### src/rtl/serializer_ctrl.sv
// Front-end controller for the move serializer: round-robin arbitration, load strobe,
// per-move capture into a register FIFO, and a valid/ready hand-off. Optional macro: SER_WATCHDOG_EN.
module serializer_ctrl #(
  parameter int MOVES_PER_WORD = 2,
  parameter int FIFO_DEPTH     = 4,
  parameter int TIMEOUT_CYCLES = 64
) (
  input  logic                               clk,
  input  logic                               reset,
  input  logic                               req0,
  input  logic [31:0]                        data0,
  output logic                               gnt0,
  input  logic                               req1,
  input  logic [31:0]                        data1,
  output logic                               gnt1,
  output logic                               ser_load,
  output logic [31:0]                        ser_in,
  input  logic [3:0]                         ser_out1,
  input  logic [3:0]                         ser_out2,
  input  logic [3:0]                         ser_out3,
  input  logic [3:0]                         ser_out4,
  input  logic [3:0]                         ser_move_cnt,
  input  logic                               ser_done,
  output logic                               move_valid,
  output logic [15:0]                        move_data,
  input  logic                               move_ready,
  output logic                               busy,
  output logic [$clog2(FIFO_DEPTH+1)-1:0]    fifo_count,
  output logic                               overflow
`ifdef SER_WATCHDOG_EN
  ,
  output logic                               timeout_err
`endif
);

  localparam int PTR_W = $clog2(FIFO_DEPTH);
  localparam int CNT_W = $clog2(FIFO_DEPTH + 1);
  localparam int CAP_W = $clog2(MOVES_PER_WORD + 1);
  localparam logic [CAP_W-1:0] CAP_MAX  = CAP_W'(MOVES_PER_WORD);
  localparam logic [CAP_W-1:0] CAP_LAST = CAP_W'(MOVES_PER_WORD - 1);
  localparam logic [CNT_W-1:0] CNT_FULL = CNT_W'(FIFO_DEPTH);

  if (FIFO_DEPTH < MOVES_PER_WORD || FIFO_DEPTH < 2 || TIMEOUT_CYCLES < 1) begin : g_bad_params
    $error("serializer_ctrl: illegal parameter combination");
  end

  typedef enum logic [1:0] {
    ST_IDLE = 2'd0,
    ST_LOAD = 2'd1,
    ST_WAIT = 2'd2
  } state_t;

  state_t state_reg, state_next;

  logic              gnt0_reg, gnt1_reg;
  logic [31:0]       ser_in_reg;
  logic              last_gnt_reg;   // 1: requester 1 was granted last
  logic [3:0]        last_cnt_reg;
  logic [CAP_W-1:0]  cap_cnt_reg;

  logic [15:0]       mem [FIFO_DEPTH];
  logic [PTR_W-1:0]  wr_ptr_reg, rd_ptr_reg, rd_ptr_next;
  logic [CNT_W-1:0]  count_reg, count_next;
  logic [15:0]       move_data_reg, head_next;
  logic              overflow_reg;
  logic [FIFO_DEPTH-1:0] wr_en;

  logic        pop, space_ok, grant, pick1;
  logic        capture, push_ok, cap_full, wait_exit, timeout_hit;
  logic [15:0] push_data;

  // ---------------- arbitration / capture decode ----------------
  assign pop       = (count_reg != '0) && move_ready;
  // A pop this cycle frees a slot before the granted word can produce any move.
  assign space_ok  = (int'(count_reg) - int'(pop)) <= (FIFO_DEPTH - MOVES_PER_WORD);
  assign grant     = (state_reg == ST_IDLE) && (req0 || req1) && space_ok;
  assign pick1     = req1 && (!req0 || !last_gnt_reg);

  assign push_data = {ser_out1, ser_out2, ser_out3, ser_out4};
  assign capture   = (state_reg == ST_WAIT) && (ser_move_cnt != last_cnt_reg) &&
                     (cap_cnt_reg < CAP_MAX);
  assign cap_full  = (cap_cnt_reg == CAP_MAX) || (capture && (cap_cnt_reg == CAP_LAST));
  assign wait_exit = ser_done && cap_full;

  // ---------------- FSM ----------------
  always_ff @(posedge clk) begin
    if (reset) state_reg <= ST_IDLE;
    else       state_reg <= state_next;
  end

  always_comb begin
    state_next = state_reg;
    case (state_reg)
      ST_IDLE: if (grant) state_next = ST_LOAD;
      ST_LOAD: state_next = ST_WAIT;
      ST_WAIT: if (wait_exit || timeout_hit) state_next = ST_IDLE;
      default: state_next = ST_IDLE;
    endcase
  end

  always_comb begin
    ser_load = 1'b0;
    busy     = 1'b1;
    case (state_reg)
      ST_IDLE: busy     = 1'b0;
      ST_LOAD: ser_load = 1'b1;
      default: ;
    endcase
  end

  // ---------------- grant / load datapath ----------------
  always_ff @(posedge clk) begin
    if (reset) begin
      gnt0_reg     <= 1'b0;
      gnt1_reg     <= 1'b0;
      ser_in_reg   <= '0;
      last_gnt_reg <= 1'b1;
      last_cnt_reg <= '0;
      cap_cnt_reg  <= '0;
    end else begin
      gnt0_reg <= grant && !pick1;
      gnt1_reg <= grant && pick1;
      if (grant) begin
        ser_in_reg   <= pick1 ? data1 : data0;
        last_gnt_reg <= pick1;
      end
      if (state_reg == ST_LOAD) begin
        last_cnt_reg <= ser_move_cnt;
        cap_cnt_reg  <= '0;
      end else if (capture) begin
        last_cnt_reg <= ser_move_cnt;
        cap_cnt_reg  <= cap_cnt_reg + CAP_W'(1);
      end
    end
  end

  // ---------------- move FIFO ----------------
  assign push_ok     = capture && ((count_reg != CNT_FULL) || pop);
  assign rd_ptr_next = rd_ptr_reg + PTR_W'(pop);

  for (genvar gi = 0; gi < FIFO_DEPTH; gi++) begin : g_wr_en
    assign wr_en[gi] = push_ok && (wr_ptr_reg == PTR_W'(gi));
  end

  always_comb begin
    count_next = count_reg;
    if (push_ok && !pop)      count_next = count_reg + CNT_W'(1);
    else if (!push_ok && pop) count_next = count_reg - CNT_W'(1);
  end

  // The new head comes from the incoming move only when it lands in the head slot.
  assign head_next = (push_ok && (wr_ptr_reg == rd_ptr_next)) ? push_data : mem[rd_ptr_next];

  always_ff @(posedge clk) begin
    for (int i = 0; i < FIFO_DEPTH; i++) begin
      if (wr_en[i]) mem[i] <= push_data;
    end
  end

  always_ff @(posedge clk) begin
    if (reset) begin
      wr_ptr_reg    <= '0;
      rd_ptr_reg    <= '0;
      count_reg     <= '0;
      move_data_reg <= '0;
      overflow_reg  <= 1'b0;
    end else begin
      if (push_ok) wr_ptr_reg <= wr_ptr_reg + PTR_W'(1);
      rd_ptr_reg <= rd_ptr_next;
      count_reg  <= count_next;
      if (count_next != '0) move_data_reg <= head_next;
      if (capture && !push_ok) overflow_reg <= 1'b1;
    end
  end

  // ---------------- optional WAIT watchdog ----------------
`ifdef SER_WATCHDOG_EN
  localparam int WD_W = $clog2(TIMEOUT_CYCLES + 1);
  logic [WD_W-1:0] wd_cnt_reg;
  logic            timeout_reg;

  assign timeout_hit = (state_reg == ST_WAIT) && !wait_exit &&
                       (wd_cnt_reg == WD_W'(TIMEOUT_CYCLES - 1));

  always_ff @(posedge clk) begin
    if (reset) begin
      wd_cnt_reg  <= '0;
      timeout_reg <= 1'b0;
    end else begin
      if (state_reg == ST_LOAD)      wd_cnt_reg <= '0;
      else if (state_reg == ST_WAIT) wd_cnt_reg <= wd_cnt_reg + WD_W'(1);
      if (timeout_hit) timeout_reg <= 1'b1;
    end
  end

  assign timeout_err = timeout_reg;
`else
  assign timeout_hit = 1'b0;
`endif

  assign gnt0       = gnt0_reg;
  assign gnt1       = gnt1_reg;
  assign ser_in     = ser_in_reg;
  assign move_valid = (count_reg != '0);
  assign move_data  = move_data_reg;
  assign fifo_count = count_reg;
  assign overflow   = overflow_reg;

endmodule

### config.mk
export PLATFORM = sky130hd
export DESIGN_NAME = serializer_ctrl
export DESIGN_NICKNAME = d
export VERILOG_FILES = /design/src/rtl/serializer_ctrl.sv
export SDC_FILE = /design/constraint.sdc
export NUM_CORES = 1
export LEC_CHECK = 0
export CAP_MARGIN = 20
export CORE_UTILIZATION = 65
export CTS_BUF_LIST = sky130_fd_sc_hd__clkbuf_4
export DETAILED_ROUTE_END_ITERATION = 12
export DONT_BUFFER_PORTS = 1
export PLACE_DENSITY = 0.9
export REMOVE_ABC_BUFFERS = 1
export SETUP_SLACK_MARGIN = 0.4
export SLEW_MARGIN = 20
export SYNTH_ARGS = -nofsm -noshare
export SYNTH_HDL_FRONTEND = slang
export SYNTH_SLANG_ARGS = --single-unit
export TNS_END_PERCENT = 20
### constraint.sdc
create_clock -name clk -period 3.8 [get_ports clk]
set_clock_uncertainty 0.1 [all_clocks]
set_input_delay 0.57 -clock clk [delete_from_list [all_inputs] [get_ports clk]]
set_output_delay 0.57 -clock clk [all_outputs]
set_load 0.01 [all_outputs]
==> impl_metrics.py <==
metrics = {
    "run_status": {
        "outcome": "complete, no violations",
    },
    "timing": {
        "clock.fmax_ghz": 0.309,
        "finalHoldViolCount": 0,
        "final-setup-viol-count": 0,
        "hold_slack_ns": 0.0479,
        "tns_ns": 0,
        "post-route-period-util_pct": 85.1,
        "min_period_ns": 3.23,
        "rsz0062_at_grt": "false",
        "report.final.slew_viol_count": 0,
        "worst_slew_pin_slew_ns": 0.916,
        "worst_slew_margin_rel_pct": 38.9,
    },
    "floorplan": {
        "die-area_um2": 9080,
        "dieHeight_um": 95.3,
        "num_rows": 33,
        "coreArea_um2": 8340,
        "die_w_um": 95.3,
        "ioPinCount": 147,
        "start_util_pct": 67.9,
    },
    "drt": {
        "wl_met3_um": 899,
        "first_pass_iters": 4,
        "met1Wirelength_um": 4580,
        "wl_per_cell_um": 21.8,
        "drt_iter0_drc": 216,
        "ant_nets": 0,
        "top_layer_used": "met4",
        "wl_met2_um": 6430,
        "vias": 3612,
        "drt-total-wl_um": 12100,
        "viasPerCell": 6.52,
        "drc": 0,
    },
    "power": {
        "p_leak_nw": 2.18,
        "irDropWorstVdd_v": 0.000449,
        "pwr_density_cell_nw_per_um2": 869,
    },
    "global_routing": {
        "grt-ovfl-total": 0,
        "groute.usage.overall_pct": 26.6,
        "grt_pass1_wl_um": 17700,
        "grt_pass1_vias": 3586,
        "grt_antenna_before_repair": 0,
        "grt_max_degree": 66,
    },
    "clock_tree": {
        "cts_buffers": 17,
        "numClockSinks": 131,
        "insertion_delay_ns": 0.50,
        "clk_pin_slew_ns": 0.12,
        "cts_buffer_depth": 2,
        "cts_tree": "yes",
        "root_buffer": "clkbuf_4",
        "htree_levels": 4,
    },
    "final_layout": {
        "drive_gt1_share_pct": 17.6,
        "final_cell_count_no_fill": 554,
        "syn_to_final_growth_pct": 7.65,
        "layout.nets": 538,
        "final_area_um2": 6090,
        "layout_commonest_cell": "dfxtp_1",
        "largest_register_ffs": 64,
        "antenna_cells": 0,
        "final_cell_mix": "dfxtp_1, edfxtp_1, nor2_1, mux2i_1, a211oi_1",
    },
    "synthesis": {
        "synth_top_family_by_area": "multiplexers",
        "ys.flop_type": "dfxtp_1",
        "avgSynthCellArea_um2": 13.1,
        "synth_area_um2": 5660,
        "muxShareOfSynthArea_pct": 16.3,
        "synthXorXnorAreaFrac_pct": 1.55,
        "synth_seq_cells": 131,
        "synth_compound_area_share_pct": 11.9,
        "ys_async_sr_fraction_pct": 0,
        "yosys_warnings": 0,
        "synth_cell_types": 46,
        "synth-edff-count": 64,
        "yosysSeqAreaShare_pct": 57.7,
        "syn_inst": 433,
        "synth_fa_ha_area_share_pct": 2.65,
        "synth_simple_gate_area_share_pct": 6.90,
    },
    "place": {
        "dp_cells": 518,
        "hpwl_um": 7670,
        "placed_cell_area_um2": 5780,
        "gp_congestion": 0.920,
        "port_buffers": 0,
    },
    "hold_path": {
        "hold_path_class": "in2reg",
        "worstHoldStart": "ser_out1[2]",
        "min_delay_path_depth": 0,
        "whs_endpoint": "mem[0][14]$_DFFE_PP_",
    },
    "worst_setup_path": {
        "slowest_delay_ns": 0.39,
        "critPathRequiredTime_ns": 4.09,
        "worstPathMaxFanout": 15,
        "endpoint_kind": "flop",
        "r2r_slack_ns": 0.57,
        "r2r-start": "fifo_count[1]$_SDFF_PP0_",
        "r2r_end": "move_data[10]$_SDFFE_PP0P_",
        "crit_slowest_cell": "dfxtp_2",
        "cp_cell_sequence": "inv_1 > ha_2 > nand2b_2 > nand2_1 > inv_1 > ha_1 > xor2_1 > buf_4 > nand2_1 > and4b_1 > buf_6 > mux2_2 > o311a_1",
        "crit_arrival_ns": 3.52,
        "reg2regPathDepth": 13,
        "crit_type": "reg2reg",
        "start_kind": "flop",
    },
    "job": {
        "maxCapViolations": 0,
    },
}
-- logic make-up after synthesis --
group           Yosys count
buf+inv                  41
compound gates           86
simple gates             84
xor+xnor                 10
flops                   131
fa+ha+maj                12
mux                      69
-- metal layers --
metal / up-vias / global-route usage [%]
met1: 1758 / 30.2
met3: 22 / 6.86
met5: - / 0
met2: 178 / 48.0
met4: 0 / 9.34
li1: 1654 / -
-- through the flow --
step,worst slack [ns],power [mW],utilization [%]
3_3_place_gp,0.542,4.28,69.3
2_1_floorplan,-1.10,3.89,-
3_5_place_dp,0.422,4.42,69.3
6_report,0.567,5.30,73.0
4_1_cts,0.405,5.28,72.5
5_1_grt,0.426,5.63,73.0
-- worst max-delay path by stage --
stage | to | depth (start not counted) | startpoint
6_report | move_data[10]$_SDFFE_PP0P_ | 13 | fifo_count[1]$_SDFF_PP0_
4_1_cts | move_data[10]$_SDFFE_PP0P_ | 13 | fifo_count[1]$_SDFF_PP0_
5_1_grt | move_data[5]$_SDFFE_PP0P_ | 13 | fifo_count[1]$_SDFF_PP0_
3_3_place_gp | move_data[5]$_SDFFE_PP0P_ | 13 | fifo_count[1]$_SDFF_PP0_
2_1_floorplan | ser_in[0]$_SDFFE_PP0P_ | 3 | req1
3_5_place_dp | move_data[13]$_SDFFE_PP0P_ | 13 | fifo_count[1]$_SDFF_PP0_
-- timing repair --
item / in CTS / in global routing
buffers inserted: 0 / 0
endpoints found under the setup margin: 11 / 35
hold buffers: 0 / 4
gates resized for setup: 1 / 3
hold endpoints to repair: 0 / 17
-- worst max-delay path: cells and delay by family, from the launching register on --
family                   cells  cell delay, ns
AO/OA/AOI/OAI                1            0.29
XOR/XNOR                     1            0.18
adder cells (fa/ha/maj)      2            0.47
buffers and inverters        4            0.68
flip-flops                   1            0.39
multiplexers                 1            0.36
AND/OR/NAND/NOR              4            0.63
-- Yosys cell counts (5+ instances only) --
library cell  count  area [µm²]
a211oi_1         33         248
a21oi_1           9        45.0
and2_1            6        37.5
buf_2             8        40.0
clkbuf_1         19        71.3
dfxtp_1          67        1340
edfxtp_1         64        1920
ha_1             12         150
inv_1             9        33.8
mux2_2            5        56.3
mux2_4            5        75.1
mux2i_1          42         420
mux4_2           16         360
nand2_1           8        30.0
nor2_1           50         188
nor3_1            5        25.0
o211ai_1          5        37.5
o21bai_1         11        82.6
o311a_1          11         110
o41ai_1           5        43.8
xor2_1            6        52.6
-- layout make-up --
class	instances	area (µm²)
clock inverters	12	110
clock buffers	20	150
well taps	105	131
repair buffers	15	126
multi-input cells	261	2270
fillers	534	2250
inverters	10	37.5
flip-flops and latches	131	3260
-- power breakdown --
part | internal, mW | total [mW] | switching (mW)
logic | 1.01 | 2.25 | 1.25
registers | 1.85 | 2.19 | 0.348
clock network | 0.348 | 0.850 | 0.501
No activity file was read; power rests on OpenSTA's default activity.
